--- src/rtl/aes_pkg.sv ---
// rtl/aes_pkg.sv - shared AES constants, MixColumns coefficients, FSM encoding and byte helper
package aes_pkg;

    localparam int         STATE_W  = 128;
    localparam logic [7:0] AES_POLY = 8'h1B;

    // Index 0 is the coefficient applied to the byte on the diagonal of the matrix row.
    localparam logic [3:0][7:0] MIXCOL_FWD = {8'h01, 8'h01, 8'h03, 8'h02};
    localparam logic [3:0][7:0] MIXCOL_INV = {8'h09, 8'h0d, 8'h0b, 8'h0e};

    typedef enum logic [1:0] {
        IDLE = 2'd0,
        MUL  = 2'd1,
        DONE = 2'd2
    } mc_state_t;

    // Byte 0 is the most significant byte of the state word.
    function automatic logic [7:0] get_byte(input logic [STATE_W-1:0] s, input logic [3:0] k);
        get_byte = s[STATE_W-1 - 8*k -: 8];
    endfunction

endpackage

--- src/rtl/gal8_mul.sv ---
// rtl/gal8_mul.sv - combinational GF(2^8) multiplier, reduction polynomial 0x11B
module gal8_mul
    import aes_pkg::*;
(
    input  logic [7:0] a,
    input  logic [7:0] b,
    output logic [7:0] res
);

    logic [7:0] shifted;

    always_comb begin
        res     = 8'h00;
        shifted = a;
        for (int i = 0; i < 8; i++) begin
            if (b[i]) begin
                res = res ^ shifted;
            end
            shifted = {shifted[6:0], 1'b0} ^ (shifted[7] ? AES_POLY : 8'h00);
        end
    end

endmodule

--- src/rtl/mixcol_seq.sv ---
// rtl/mixcol_seq.sv - MixColumns/InvMixColumns over a 128-bit state using one shared GF multiplier
module mixcol_seq
    import aes_pkg::*;
#(
    parameter logic INV_EN = 1'b1
) (
    input  logic               clk,
    input  logic               rst_n,
    input  logic               in_valid,
    output logic               in_ready,
    input  logic [STATE_W-1:0] in_state,
    input  logic               in_inv,
    output logic               out_valid,
    input  logic               out_ready,
    output logic [STATE_W-1:0] out_state,
    output logic               busy
);

    mc_state_t          state;
    logic [5:0]         idx;
    logic [7:0]         acc;
    logic [STATE_W-1:0] s_cap;
    logic [STATE_W-1:0] res_buf;
    logic [STATE_W-1:0] res_next;
    logic [STATE_W-1:0] out_reg;
    logic               mode;

    logic [1:0] col;
    logic [1:0] row;
    logic [1:0] term;
    logic [1:0] cidx;
    logic [7:0] op_a;
    logic [7:0] op_b;
    logic [7:0] prod;
    logic [7:0] res_byte;

    assign col  = idx[5:4];
    assign row  = idx[3:2];
    assign term = idx[1:0];
    // Two-bit subtraction wraps, giving the circulant matrix column offset.
    assign cidx = term - row;

    assign op_a     = get_byte(s_cap, {col, term});
    assign op_b     = mode ? MIXCOL_INV[cidx] : MIXCOL_FWD[cidx];
    assign res_byte = acc ^ prod;

    gal8_mul u_mul (
        .a   (op_a),
        .b   (op_b),
        .res (prod)
    );

    // Result byte 4*col+row is exactly idx[5:2].
    always_comb begin
        res_next = res_buf;
        res_next[STATE_W-1 - 8*idx[5:2] -: 8] = res_byte;
    end

    always_ff @(posedge clk) begin
        if (!rst_n) begin
            state   <= IDLE;
            idx     <= 6'd0;
            acc     <= 8'h00;
            s_cap   <= '0;
            res_buf <= '0;
            out_reg <= '0;
            mode    <= 1'b0;
        end else begin
            case (state)
                IDLE: begin
                    if (in_valid) begin
                        s_cap <= in_state;
                        mode  <= in_inv & INV_EN;
                        idx   <= 6'd0;
                        acc   <= 8'h00;
                        state <= MUL;
                    end
                end
                MUL: begin
                    idx <= idx + 6'd1;
                    if (term == 2'd3) begin
                        acc     <= 8'h00;
                        res_buf <= res_next;
                    end else begin
                        acc <= res_byte;
                    end
                    if (idx == 6'd63) begin
                        out_reg <= res_next;
                        state   <= DONE;
                    end
                end
                DONE: begin
                    if (out_ready) begin
                        state <= IDLE;
                    end
                end
                default: state <= IDLE;
            endcase
        end
    end

    assign in_ready  = (state == IDLE);
    assign out_valid = (state == DONE);
    assign busy      = (state == MUL) || (state == DONE);
    assign out_state = out_reg;

endmodule
--- config.mk ---
export PLATFORM = sky130hd
export DESIGN_NAME = mixcol_seq
export DESIGN_NICKNAME = d
export VERILOG_FILES = /design/src/rtl/aes_pkg.sv /design/src/rtl/gal8_mul.sv /design/src/rtl/mixcol_seq.sv
export SDC_FILE = /design/constraint.sdc
export NUM_CORES = 1
export LEC_CHECK = 0
export BUFFER_PORTS_ARGS = -buffer_cell sky130_fd_sc_hd__buf_2
export CORE_ASPECT_RATIO = 1.25
export CORE_MARGIN = 5
export CORE_UTILIZATION = 52
export DETAILED_ROUTE_END_ITERATION = 7
export GPL_ROUTABILITY_DRIVEN = 1
export MAX_ROUTING_LAYER = met4
export PLACE_DENSITY = 0.78
export SYNTH_ARGS = -nofsm -noshare
export SYNTH_HDL_FRONTEND = slang
export SYNTH_SLANG_ARGS = --single-unit
--- constraint.sdc ---
create_clock -name clk -period 3.95 [get_ports clk]
set_input_delay 0 -clock clk [delete_from_list [all_inputs] [get_ports clk]]
set_output_delay 0 -clock clk [all_outputs]
set_load 0.01 [all_outputs]
* Word-level counts from Yosys, hierarchy flattened *
Index checks and enable logic that the tools add are counted.
W data, S select, Z words.

word-level totals
  register bits after elaboration = 401
  output and inout bits = 131

operators by class
  multiplexer cells = 30
  reduce and logical (&&, ||, !) cells = 8
  equal/unequal tests = 7
  shifts and indexed selects = 3
  bitwise operators = 15
  add/sub/neg operators = 5
  order comparisons = 1

operators by type and width
  operator                    number
  $shift A8 B34 Y135 const A  1
  $shiftx A135 B33 Y8         1
  $shiftx A8 B34 Y135         1
  $bwmux W128                 1
  $xor A8 B8 Y8               15
  $mux W8                     13
  $mux W5                     7
  $neg A32 Y34                1
  $bmux W8 S2                 2
  $pmux W8 S2                 1
  $sub A7 B7 Y8 const A       2
  $pmux W6 S2                 1
  $reduce_and A2 Y1           4
  $add A6 B1 Y6 const B       1
  $eq A6 B6 Y1 const B        1
  $mux W2                     3
  $mux W6                     1
  $pmux W2 S3                 1
  $eq A2 B2 Y1 const B        2
  $ne A2 B2 Y1 const B        2
  $lt A2 B3 Y1 const B        1
  $reduce_and A3 Y1           1
  $eq A2 B1 Y1 const B        1
  $logic_not A2 Y1            1
  other kinds (4)             4

* Longest topological paths before layout *
  word-level depth = 22
  gate-level depth with buffers = 14
  depth with buffers taken out = 9

* Cells and area by module *
A second synthesis with hierarchy kept.

unflattened totals
  cells, all modules = 2076
  area, all modules = 18452.7 sq um

modules (own cells, without submodules)
  module      instances  cells each  seq. area each (sq um)  area each (sq um)
  mixcol_seq  1          1899        7867.5                  17132.7
  gal8_mul    1          177         0.0                     1320.0

* Worst setup path after synthesis *
Ideal clock, no wire load.

  path type = register to register
  from = register idx[1]
  to = register res_buf[107]
  period minus slack after synthesis = 2.883 ns
  stages on the path, launching flop included = 13
  data arrival time = 2.754 ns
  required time = 3.821 ns
  path slack = 1.067 ns
  cell sequence = dfxtp_1 -> buf_2 -> buf_2 -> buf_2 -> mux4_2 -> a22oi_1 -> nand2_1 -> xnor2_2 -> xnor2_1 -> mux2_2 -> xnor2_2 -> buf_6 -> a21oi_1

between the ends
  cells in the longest elaborated chain, start to end = 22
  elaborated cells between the ends (all ways) = 42

RTL lines
  what                                                    RTL line          source
  start, declared                                         mixcol_seq.sv:20  logic [5:0] idx;
  start signal, assigned                                  mixcol_seq.sv:80  idx <= idx + 6'd1;
  branches (longest 22 deep; another with $sub A7 B7 Y8)  n/a
  end signal, assigned                                    mixcol_seq.sv:83  res_buf <= res_next;
  end, declared                                           mixcol_seq.sv:23  logic [STATE_W-1:0] res_buf;

Several ways; the timed one is not identified. The select of a mux whose other input is x is not followed.
A chain may end at the register's enable or synchronous reset.

* Final worst setup path *
  from = register idx[0]
  to = register acc[5]

between the ends
  cells in the longest elaborated chain, start to end = 22
  elaborated cells between the ends (all ways) = 40

RTL lines
  what                                                    RTL line          source
  branches (longest 20 deep; another with $sub A7 B7 Y8)  n/a
  $mux W8 *                                               mixcol_seq.sv:81  if (term == 2'd3) begin
  $pmux W8 S2 *                                           mixcol_seq.sv:69  case (state)
  end signal, assigned                                    mixcol_seq.sv:85  acc <= res_byte;
  end, declared                                           mixcol_seq.sv:21  logic [7:0] acc;

Every way passes the cells marked *. The select of a mux whose other input is x is not followed.

==> summary.md <==
| Metric | Value |
|---|---|
| Run status | completed |
| Routed vias | ~14000 |
| Vias/cell | 5.552 |
| Syn Area/Cell | 8.852 um^2 |
| Worst path top cell family by delay | multiplexers |
| Pwr Density | roughly 440 nW/um^2 |
| Place WS | between 0.3 and 0.4 ns |
| Antenna diodes | 0 |
| Seq/Total Area, Yosys | 49.35% |
| Hold/Removal Path Class | input pin to register |
| Hold Vio Cnt, Final | 0 |
| Comb pwr share | a little under an eighth |
| RePlAce Congestion | 0.8992 |
| Initial Utilization | a little over half |
| Register bit total from synthesis | between 300 and 400 |
| EDFF count, synth | 0 |
| Die width | 166.6 um |
| Chip height | between 200 and 250 um |
| Die area | roughly 34000 um^2 |
| CTS sink cnt | 393 |
| Min Clock Period, post-route | 3.589 ns |
| Row cnt | around 70 |
| Cell Chain, Critical Path | buf_4 -> mux4_1 -> mux4_2 -> nand2_1 -> xnor2_1 -> a31oi_1 -> xnor2_2 -> o21ai_0 |
| H-Tree Depth | 2 |
| Synth Area in Simple Gates | roughly a fifth |
| Complex-gate fraction of the synthesized area | 17.80% |
| Main combinational cell family by area after synthesis | simple AND/OR/NAND/NOR gates |
| Fin nets | between 2000 and 2500 |
| Global-route wire length before repair | around 74000 um |
| Multi-input logic area | between 7000 and 8000 um^2 |
| Hold path cells | 4 |
| Period utilization | around nine tenths |
| WL/cell | between 15 and 20 um |
| Clock Tree Buf Depth | 3 |
| R2R setup slack | around 0.36 ns |
| Ports | between 200 and 300 |
| Register area | approximately 7900 um^2 |
| Setup repair bufs after CTS | 0 |
| Num CTS Buffers | 37 |
| CTS tree | built |
| Sw frac | 25.11% |
| PortBufs | between 200 and 300 |
| Fin worst setup slack | approximately 0.36 ns |
| CTS clk-pin slew, worst paths | about 0.06 ns |
| Final WL | 46900 um |
| Int Pwr | between 6 and 7 mW |
| Crit path depth | 8 |
| Critical path buffers and inverters | 1 |
| Worst path arrival time | 3.97 ns |
| Cells after synthesis | 1801 |
| Unrepaired setup endpoints after global routing | false |
| Clock Latency Late Sink | 0.54 ns |
| Layout cells sized above 1 | 18.63% |
| Crit path max fanout | 17 |
| TNS Setup | 0 ns |
| R2R depth | 8 |
| Largest stage delay on the critical path | 0.95 ns |
| Initial antenna violation count | 0 |
| Relative slew slack | 20.56% |
| Max Fclk | 278.6 MHz |
| Measured slew at the worst slew-check pin | 1.186 ns |
| CP Launch Point | idx[0]$_SDFFE_PN0P_ |
| Area Overhead vs Synth | 25.37% |
| CTS Root Cell | clkbuf_16 |
| CP Launch Type | register |
| LEAKAGE | about 8.0 nW |
| Worst Path Required | roughly 4.3 ns |
| Core area | just over 30000 um^2 |
| XOR/XNOR share of the synthesized area | under 10% |
| Util after Layout | roughly 66% |
| Yosys cell types | between 40 and 50 |
| Clock network power share | 41.0% |
| Vias in the first global route | 13780 |
| Worst IR Drop VDD | approximately 0.4 mV |
| Crit Path Category | register to register |
| Final Max Tran Viols | 0 |
| Pre-Repair DR Iteration Count | 5 |
| Gr usage total | 27.37% |
| Netlist Area Pre-Place | about 16000 um^2 |
| Share of flip-flops with an asynchronous set or reset | 0% |
| Ys flop type | dfxtp_1 |
| Final setup skew | 0.02060 ns |
| GRT Residual Overflow | 0 |
| Hold wc startpoint | in_valid |
| ANT nets after route | 0 |
| Mapped Nets | between 1500 and 2000 |
| Adder-Cell Fraction of Synth Area | less than 1% |
| DR iter-0 viols | 1293 |
| Crit. End Element | register |
| DR DRC count | 0 |
| Sequential share of power | between 40% and 50% |
| Final setup fails | 0 |
| RR Startpoint | idx[0]$_SDFFE_PN0P_ |
| Filler instances | ~2400 |
| Largest net degree at the start of global routing | 190 |
| P_sw | 2.215 mW |
| Max Cap Viol | 0 |
| Yosys warnings | 0 |
| Final HPWL DP | roughly 30000 um |
| CP max-delay cell | xnor2_2 |
| Post-synthesis mux area share | under 10% |
[synth_stat cells (2+ instances only)]
cell,number,area (um^2)
buf_12,2,40.04
a22oi_1,9,67.56
mux2i_1,9,90.09
a21oi_1,122,610.6
nand2b_1,4,25.02
and3_1,2,12.51
nand3_1,48,240.2
nor2_1,106,397.9
buf_1,2,7.510
buf_6,3,33.78
clkbuf_1,125,469.2
nor3_1,81,405.4
buf_2,11,55.05
dfxtp_1,393,7868
a21oi_2,10,87.58
and2_1,4,25.02
nor2b_1,7,43.79
xnor2_2,5,81.33
xor2_1,15,131.4
or3_1,2,12.51
nand2_1,366,1374
xnor2_1,21,183.9
nor3b_1,74,555.5
ha_1,5,62.56
o21ai_0,138,690.7
a21boi_0,178,1336
inv_1,7,26.28
mux4_2,19,427.9
mux2i_2,3,41.29
mux4_1,15,394.1
o21a_1,2,15.01
[metrics by stage]
stage / hold slack (ns) / cells / total power, mW / cell area (um^2)
6_report: 0.1319 / 2543 / 8.824 / 19990
2_1_floorplan: 0.1449 / 1801 / 4.841 / 15940
3_3_place_gp: 0.2549 / 2347 / 5.146 / 17430
4_1_cts: 0.1116 / 2543 / 8.836 / 19990
3_5_place_dp: 0.2585 / 2347 / 5.159 / 17430
5_1_grt: 0.1782 / 2543 / 9.122 / 19990
[final timing paths]
check | endpoint
setup reg to reg | acc[5]$_SDFFE_PN0P_
hold / removal | idx[0]$_SDFFE_PN0P_
setup / recovery | acc[5]$_SDFFE_PN0P_
hold reg to reg | s_cap[40]$_SDFFE_PN0P_
[placed cells by master, fill, tap and decap left out, drive strengths merged, types with 75 or more instances in the layout]
cell type    count
o21ai          138
nor3            81
dfxtp          393
a21oi          132
dlygate4sd3    130
buf            288
nand2          367
a21boi         178
nor3b           75
nor2           106
[sequential cells by signal (all words and copies together) (netlist names)]
signal / flops
mode: 1
out_state: 128
res_buf: 120
idx: 6
state: 2
acc: 8
s_cap: 128
[routing by layer]
metal | routed length, um | track usage (%) | vias up
li1 | - | - | 6790
met2 | 23560 | 47.12 | 547
met1 | 18840 | 33.04 | 6681
met3 | 2795 | 3.901 | 100
met5 | 0 | - | -
met4 | 1708 | 9.851 | 0
[cell type report]
| cell class | count | area share (%) |
|---|---|---|
| flip-flops and latches | 393 | 39.37 |
| multi-input cells | 1256 | 37.40 |
| repair buffers | 419 | 14.30 |
| clock buffers | 55 | 5.577 |
| well taps | 401 | 2.510 |
| clock inverters | 11 | 0.6886 |
| inverters | 8 | 0.1502 |
[power groups by stage]
stage / clock (mW) / sequential, mW / combinational (mW)
final: 3.62 / 4.16 / 1.04
after global routing: 3.83 / 4.17 / 1.12
after CTS: 3.66 / 4.16 / 1.01
after detailed placement: 0 / 4.25 / 0.914
after global placement: 0 / 4.24 / 0.901
after floorplan: 0 / 4.20 / 0.641
[tightest hold or removal path: stages]
cell	delay [ns]
buf_2	0.13
nand2b_1	0.26
nand3_1	0.13
a21boi_0	0.08
[logic make-up after synthesis]
group | after synthesis
adders and majority gates | 5
and+or+nand+nor | 698
xor gates and xnor gates | 42
muxes | 48
buffers and inverters | 152
AOI/OAI and AO/OA | 463
DFF | 393
[timing repair]
action	CTS	global route
hold endpoints to repair	131	0
hold buffers	130	0
gates resized for setup	0	0
No activity file was read; power rests on OpenSTA's default activity.
